### src/rtl/intl_trip_mgr_pkg.sv
// ---------------------------------------------------------------------------
// intl_trip_mgr_pkg
// Shared interlock definitions: trip-manager state encodings, default source
// count, field widths, the source-index map of the detectors that feed the
// trip manager, and a lowest-set-bit helper used for first-fault capture.
// ---------------------------------------------------------------------------
package intl_trip_mgr_pkg;

    localparam int unsigned N_SRC_DEF = 8;   // default number of interlock sources
    localparam int unsigned FILT_W    = 16;  // debounce counter / threshold width
    localparam int unsigned TS_W      = 32;  // timestamp width
    localparam int unsigned IDX_W     = 5;   // source index width (up to 32 sources)

    typedef enum logic [1:0] {
        ST_RUN   = 2'd0,
        ST_TRIP  = 2'd1,
        ST_LATCH = 2'd2,
        ST_CLEAR = 2'd3
    } intl_state_e;

    // Source-index map of the upstream detectors.
    localparam int unsigned SRC_OVERCURRENT = 0;
    localparam int unsigned SRC_OVERVOLTAGE = 1;
    localparam int unsigned SRC_UNDERVOLT   = 2;
    localparam int unsigned SRC_OVERTEMP    = 3;
    localparam int unsigned SRC_ARC         = 4;
    localparam int unsigned SRC_VACUUM      = 5;
    localparam int unsigned SRC_EXT_CHAIN   = 6;
    localparam int unsigned SRC_OSC         = 7;  // oscillation detector

    // Index of the lowest set bit; 0 when the vector is empty.
    function automatic logic [IDX_W-1:0] lowest_set(input logic [31:0] vec);
        lowest_set = '0;
        for (int i = 31; i >= 0; i--) begin
            if (vec[i]) lowest_set = IDX_W'(i);
        end
    endfunction

endpackage

### src/rtl/intl_debounce.sv
// ---------------------------------------------------------------------------
// intl_debounce
// Single-source interlock qualifier. A flag must be held (and unmasked) for
// i_thresh+1 consecutive cycles before o_q asserts; any drop or mask resets
// the run. i_clr is a synchronous reset used by the clear sequence.
// Ports:
//   i_clk, i_rst  clock, async active-low reset
//   i_clr         synchronous filter clear
//   i_flag        level flag from the detector
//   i_mask        1 = source ignored
//   i_thresh      debounce length in cycles (0 = qualify on first cycle)
//   o_q           qualified fault
// ---------------------------------------------------------------------------
module intl_debounce
    import intl_trip_mgr_pkg::*;
(
    input  logic              i_clk,
    input  logic              i_rst,
    input  logic              i_clr,
    input  logic              i_flag,
    input  logic              i_mask,
    input  logic [FILT_W-1:0] i_thresh,
    output logic              o_q
);

    logic [FILT_W-1:0] cnt;
    logic              active;

    assign active = i_flag & ~i_mask;

    // NOTE: non-blocking assignments in clocked blocks so every flop samples
    // the pre-edge values, independent of statement order.
    always_ff @(posedge i_clk or negedge i_rst) begin
        if (!i_rst) begin
            cnt <= '0;
            o_q <= 1'b0;
        end else if (i_clr || !active) begin
            cnt <= '0;
            o_q <= 1'b0;
        end else begin
            if (cnt < i_thresh) cnt <= cnt + FILT_W'(1);
            // >= rather than == so that lowering the threshold mid-run still
            // qualifies a counter that already sits above the new value.
            if (cnt >= i_thresh) o_q <= 1'b1;
        end
    end

endmodule

### src/rtl/intl_trip_mgr.sv
// ---------------------------------------------------------------------------
// intl_trip_mgr
// Interlock trip manager. Debounces N_SRC detector flags, trips on the first
// qualified source, latches its index and a timestamp, holds the aggregate
// interlock until an operator clear, then runs a timed clear sequence that
// pulses the detectors' clear inputs.
// Ports:
//   i_clk, i_rst      clock, async active-low reset
//   i_intl_flag       per-source level flags
//   i_intl_mask       per-source mask (1 = ignored)
//   i_filt_thresh     debounce length in cycles
//   i_clr             operator clear request (acted on in LATCH only)
//   o_intl            aggregate interlock, 1 = power stage disabled
//   o_clr             one-cycle clear pulse to upstream detectors
//   o_fault_latched   sticky OR of qualified sources since the last clear
//   o_first_idx       index of the first qualified source
//   o_fault_time      timestamp at the trip
//   o_state           current state (RUN/TRIP/LATCH/CLEAR)
// ---------------------------------------------------------------------------
module intl_trip_mgr
    import intl_trip_mgr_pkg::*;
#(
    parameter int unsigned N_SRC    = N_SRC_DEF,
    parameter int unsigned CLR_WAIT = 16
) (
    input  logic              i_clk,
    input  logic              i_rst,
    input  logic [N_SRC-1:0]  i_intl_flag,
    input  logic [N_SRC-1:0]  i_intl_mask,
    input  logic [FILT_W-1:0] i_filt_thresh,
    input  logic              i_clr,
    output logic              o_intl,
    output logic              o_clr,
    output logic [N_SRC-1:0]  o_fault_latched,
    output logic [IDX_W-1:0]  o_first_idx,
    output logic [TS_W-1:0]   o_fault_time,
    output logic [1:0]        o_state
);

    localparam int unsigned WAIT_W = (CLR_WAIT > 1) ? $clog2(CLR_WAIT) : 1;

    intl_state_e       state_q, state_d;
    logic [N_SRC-1:0]  q;
    logic [31:0]       q_ext;
    logic [TS_W-1:0]   ts;
    logic [WAIT_W-1:0] wait_cnt;
    logic              wait_done;
    logic              trip_entry, clr_entry, accumulate, intl_d;

    // Filters are held in reset during the first CLEAR cycle only, which is
    // exactly the cycle o_clr is high.
    for (genvar g = 0; g < N_SRC; g++) begin : g_src
        intl_debounce u_debounce (
            .i_clk    (i_clk),
            .i_rst    (i_rst),
            .i_clr    (o_clr),
            .i_flag   (i_intl_flag[g]),
            .i_mask   (i_intl_mask[g]),
            .i_thresh (i_filt_thresh),
            .o_q      (q[g])
        );
    end

    always_comb begin
        q_ext            = '0;
        q_ext[N_SRC-1:0] = q;
    end

    assign wait_done = (wait_cnt == WAIT_W'(CLR_WAIT - 1));

    // State register
    always_ff @(posedge i_clk or negedge i_rst) begin
        if (!i_rst) state_q <= ST_RUN;
        else        state_q <= state_d;
    end

    // Next-state logic
    // NOTE: default assignment first so every path drives state_d and no
    // latch is inferred.
    always_comb begin
        state_d = state_q;
        unique case (state_q)
            ST_RUN:   if (|q)       state_d = ST_TRIP;
            ST_TRIP:                state_d = ST_LATCH;
            ST_LATCH: if (i_clr)    state_d = ST_CLEAR;
            ST_CLEAR: if (wait_done) state_d = ST_RUN;
            default:                state_d = ST_RUN;
        endcase
    end

    // Output decode, registered below so every output comes from a flop.
    always_comb begin
        intl_d     = (state_d != ST_RUN);
        trip_entry = (state_q == ST_RUN)   && (state_d == ST_TRIP);
        clr_entry  = (state_q == ST_LATCH) && (state_d == ST_CLEAR);
        accumulate = ((state_q == ST_TRIP) || (state_q == ST_LATCH)) && !clr_entry;
    end

    always_ff @(posedge i_clk or negedge i_rst) begin
        if (!i_rst) begin
            o_intl          <= 1'b0;
            o_clr           <= 1'b0;
            o_fault_latched <= '0;
            o_first_idx     <= '0;
            o_fault_time    <= '0;
            wait_cnt        <= '0;
            ts              <= '0;
        end else begin
            o_intl <= intl_d;
            o_clr  <= clr_entry;
            ts     <= ts + TS_W'(1);

            if (trip_entry) begin
                o_fault_latched <= q;
                o_first_idx     <= lowest_set(q_ext);
                o_fault_time    <= ts;
            end else if (clr_entry) begin
                o_fault_latched <= '0;
                o_first_idx     <= '0;
                o_fault_time    <= '0;
            end else if (accumulate) begin
                o_fault_latched <= o_fault_latched | q;
            end

            if (clr_entry)
                wait_cnt <= '0;
            else if (state_q == ST_CLEAR && !wait_done)
                wait_cnt <= wait_cnt + WAIT_W'(1);
        end
    end

    assign o_state = state_q;

endmodule

### config.mk
export PLATFORM = sky130hd
export DESIGN_NAME = intl_trip_mgr
export DESIGN_NICKNAME = d
export VERILOG_FILES = /design/src/rtl/intl_trip_mgr_pkg.sv /design/src/rtl/intl_debounce.sv /design/src/rtl/intl_trip_mgr.sv
export SDC_FILE = /design/constraint.sdc
export NUM_CORES = 1
export LEC_CHECK = 0
export BUFFER_PORTS_ARGS = -buffer_cell sky130_fd_sc_hd__buf_4
export CAP_MARGIN = 30
export CORE_ASPECT_RATIO = 0.6
export CORE_MARGIN = 3
export CORE_UTILIZATION = 32
export CTS_BUF_LIST = sky130_fd_sc_hd__clkbuf_4 sky130_fd_sc_hd__clkbuf_8
export DETAILED_ROUTE_END_ITERATION = 10
export GPL_TIMING_DRIVEN = 0
export PLACE_DENSITY = 0.46
export SYNTH_ARGS = -nofsm -noshare
export SYNTH_HDL_FRONTEND = slang
export SYNTH_HIERARCHICAL = 1
export SYNTH_SLANG_ARGS = --single-unit
### constraint.sdc
create_clock -name i_clk -period 2.7 [get_ports i_clk]
set_input_delay 0.27 -clock i_clk [delete_from_list [all_inputs] [get_ports i_clk]]
set_output_delay 0.27 -clock i_clk [all_outputs]
set_load 0.03 [all_outputs]
Yosys cells after proc, flatten, opt, wreduce, memory -nomap -nowiden
Index checks and enable logic that the tools add are counted.

Flip-flop bits (word level): 221. Input bits: 35.

$add $sub $neg: 10. Order comparisons: 16. Equal/unequal tests: 6. Muxes and demuxes: 53. Bitwise logic cells: 17. Reduce and logical (&&, ||, !) cells: 45.

Operators with widths (number): $mux W16 (16); $add A16 B1 Y16 const B (8); $ge A16 B16 Y1 (8); $lt A16 B16 Y1 (8); $mux W32 (2); $mux W5 (9); $reduce_bool A2 Y1 (19); $add A32 B1 Y32 const B (1); $mux W8 (3); $mux W1 (16); $logic_not A1 Y1 (10); $logic_or A1 B1 Y1 (9); $and A1 B1 Y1 (8); $mux W4 (2); $not A1 Y1 (8); $or A8 B8 Y8 (1); $pmux W2 S4 (1); $reduce_or A8 Y1 (1); $eq A2 B2 Y1 const B (3); $mux W2 (3); $add A4 B1 Y4 const B (1); $eq A2 B1 Y1 const B (2); $eq A4 B4 Y1 const B (1); $logic_and A1 B1 Y1 (4); other kinds (3) (3).

Logic depth before layout (Yosys ltp)
Word-level depth: 10. Mapped depth: 10. Mapped depth without buffers: 8.

Modules after synthesis
The synthesis kept the hierarchy.

By module, submodules not included: intl_debounce (times used 8, cells an instance 158, area an instance 1353.8 um^2); intl_trip_mgr (times used 1, cells an instance 263, area an instance 3335.7 um^2).

Least setup slack after synthesis
No wires, ideal clock.

Kind: register to register. Start: reg g_src[0].u_debounce.cnt[13]. End: reg g_src[0].u_debounce.cnt[15]. Library setup time: 77 ps. Data arrival time: 2110 ps. Setup slack: 512 ps. Stages on the path, launching flop included: 9. Period minus slack after synthesis: 2188 ps. Cell sequence: dfrtp_1 -> ha_1 -> nand4_1 -> nor2_1 -> a311oi_4 -> and4_1 -> buf_4 -> or4b_1 -> a21oi_1.

Cells in the longest elaborated chain, start to end: 3.

RTL lines: from (decl) (RTL line intl_debounce.sv:26) `logic [FILT_W-1:0] cnt;`; from (signal assigned) (RTL line intl_debounce.sv:41) `if (cnt < i_thresh) cnt <= cnt + FILT_W'(1);`; $add A16 B1 Y16 (RTL line intl_debounce.sv:41); $mux W16 (RTL line intl_debounce.sv:41); $mux W16 (RTL line intl_debounce.sv:37) `end else if (i_clr || !active) begin`.

Parallel ways exist; a longest one is shown, timed or not. The select of a mux whose other input is x is not followed. A chain may end at the register's enable or synchronous reset.

Worst setup path after layout
Start: reg g_src[3].u_debounce.cnt[13]. End: reg g_src[3].u_debounce.cnt[15].

Cells in the longest elaborated chain, start to end: 3.

RTL lines (RTL line): from (decl) (intl_debounce.sv:26); from (signal assigned) (intl_debounce.sv:41); $add A16 B1 Y16 (intl_debounce.sv:41); $mux W16 (intl_debounce.sv:41); $mux W16 (intl_debounce.sv:37).

Parallel ways exist; a longest one is shown, timed or not. The select of a mux whose other input is x is not followed.

==> metrics.yaml <==
pwr:
  pwr_density_cell_nw_per_um2: 462
  p_total_mw: 7.65
  peakVddDrop_mv: 0.283
  leakagePower_nw: 7.59
worst_setup_path:
  start_kind: "register"
  startpoint: "g_src[3].u_debounce/cnt[13]"
  r2r_end: "g_src[3].u_debounce/cnt[15]"
  crit_fanout: 6
  crit_arrival_ns: 3.03
  worstSetupPathType: "register to register"
  endpoint_kind: "register"
  timing.rr.start: "g_src[3].u_debounce/cnt[13]"
  r2r_slack_ns: 0.14
  reg2reg_depth: 8
  worst-endpoint-required_ns: 3.17
grt:
  grt_overflow_total: 0
  grt_pass1_vias: 11100
  grt_pass1_wl_um: 65200
  grt_max_degree: 96
  grt.total_usage: 0.176
  antenna_found_initial: 3
placement:
  io_buffers: 81
  hpwl_um: 29500
  place.gp.congestion: 0.787
  place_ws_ns: -0.183
die:
  dieHeight_um: 169
  rows: 59
  fp.dieW_um: 278
  start_util: 0.325
  core_um2: 43600
  ioPinCount: 84
  die_area_um2: 46900
drt:
  antenna_left: 0
  drc: 0
  drt-initial-drc-count: 773
  routedWlPerCell_um: 18.2
  vias: 11600
  via_per_inst: 5.12
  routed_wl_um: 41200
  drtPass1Iterations: 5
synthesis:
  async_flop_share: 1.00
  yosysSeqAreaShare: 0.387
  avgSynthCellArea_um2: 9.28
  synth_edf_count: 0
  syn_area_um2: 14200
  synthDistinctLibCells: 49
  synth_ff_type: "dfrtp_1"
  ys_ff_latch: 219
  synth_warnings: 6
  synthCells: 1527
clocking:
  cts_sinks: 219
  clk_pin_slew_ns: 0.06
  worstSkewPairLatency_ns: 0.57
  clockBufferDepth: 3
  cts.htree.levels: 2
  cts_root_buf: "clkbuf_8"
  cts_tree: "done"
  cts_buffers: 40
cells_and_area:
  final_common_cell: "dfrtp_1"
  final_cell_mix: "219 x dfrtp_1, 157 x inv_1, 152 x nand2_1, 149 x a21oi_1, 138 x ha_1"
  drive_above_1_share: 0.160
  nNetsFinal: 1831
  syn_to_final_growth_pct: 17.0
timing:
  tns_ns: 0
  slew_headroom: 0.634
  rsz0062_at_grt: "false"
  min_period_ns: 2.56
  setup_slack_ns: 0.135
  slew_violations: 0
  hold_viol: 0
  setup_viol: 0
  fin_crit_sh: 0.950
  fmax_ghz: 0.390
  fin_skew_ns: 0.0287
  worstMarginPinSlew_ns: 0.545
run:
  cap_violations: 0
min_path:
  hold-path-endpoint: "o_clr"
  min_from: "i_clr"
  whs_path_depth: 3
  hp-class: "input port to register"
outcome:
  status: "completed"
synth_stat cells (all sizes together) (9+ instances only):
library cell,count,area [um^2]
a211oi,17,168
a21oi,149,746
a22o,40,352
and2,18,113
and3,10,72.6
and4,12,105
buf,36,318
clkbuf,17,144
dfrtp,219,5480
ha,138,1730
inv,157,589
nand2,152,571
nand2b,9,56.3
nand3,45,270
nand3b,24,180
nand4,53,332
nor2,128,521
nor4,19,205
o21ai,60,300
o21bai,9,67.6
o31ai,42,315
o41ai,16,140
or2,9,56.3
or3,26,163
or4,32,240
xnor2,47,412
xor2,9,78.8
worst max path at each step:
stage | to | slack (ns) | cells after the start
6_report | g_src[3].u_debounce/cnt[15] | 0.14 | 8
3_5_place_dp | g_src[1].u_debounce/cnt[3] | -0.18 | 11
3_3_place_gp | g_src[6].u_debounce/cnt[8] | -0.63 | 1
4_1_cts | g_src[0].u_debounce/cnt[3] | 0.02 | 9
5_1_grt | g_src[4].u_debounce/cnt[3] | 0.001 | 9
2_1_floorplan | g_src[0].u_debounce/cnt[15] | 0.51 | 8
state kept, by name (all words and copies together) (netlist names):
signal,count
g_src.u_debounce/cnt,128
wait_cnt,4
o_fault_latched,8
o_intl,1
o_state,2
o_clr,1
o_fault_time,32
g_src.u_debounce/o_q,8
o_first_idx,3
ts,32
report_power, final:
part | switching (mW) | internal [mW]
Sequential | 0.0665 | 3.35
Clock | 1.47 | 1.87
Combinational | 0.599 | 0.297
Total | 2.13 | 5.52
layer usage:
metal / GRT usage / routed length, um / vias to the layer above
met5: 0 / 0 / -
met4: 0.0410 / 733 / 0
met3: 0.0291 / 1700 / 55
met2: 0.244 / 16400 / 178
met1: 0.280 / 22400 / 5596
li1: - / - / 5752
cell families after synthesis:
| logic type | after synthesis | share of synthesized area |
|---|---|---|
| xor gates and xnor gates | 56 | 0.0346 |
| other | 1 | 0.000265 |
| and+or+nand+nor | 550 | 0.212 |
| adders and majority gates | 138 | 0.122 |
| muxes | 1 | 0.000707 |
| DFF | 219 | 0.387 |
| buffers and inverters | 210 | 0.0742 |
| AOI/OAI and AO/OA | 352 | 0.170 |
worst max-delay path, stage by stage, from the launching register on:
cell and delay [ns]:
dfrtp_1 0.44, ha_1 0.33, nand4_1 0.23, nor2_1 0.12, a311oi_4 0.37, and4_1 0.25
buf_4 0.16, or4b_1 0.44, a21oi_1 0.15
final cells by class:
cell class | instances | area, um^2
Antenna cell | 1 | 2.50
Buffer | 53 | 472
Clock buffer | 63 | 805
Clock inverter | 3 | 15.0
Fill cell | 4386 | 27000
Inverter | 157 | 589
Multi-Input combinational cell | 1099 | 7750
Sequential cell | 219 | 5480
Tap cell | 579 | 724
Timing Repair Buffer | 88 | 731
repair_timing:
item                                    CTS  global route
gates cloned                              0             0
pin swaps                                 0             8
endpoints found under the hold margin    40             0
hold buffers                              1             0
endpoints found under the setup margin    9            73
buffers inserted                          0             3
resized for setup                         3            18
metrics by stage:
stage | instances | instance area, um^2 | util | hold slack (ns)
floorplan | 1528 | 14200 | - | -0.0256
global placement | 2188 | 15500 | 0.356 | 0.465
detailed placement | 2191 | 15600 | 0.358 | 0.184
CTS | 2258 | 16400 | 0.378 | 0.0240
global route | 2261 | 16600 | 0.380 | 0.0749
finish | 2262 | 16600 | 0.381 | 0.0853
Note: power is estimated with default switching activity, not from simulation.
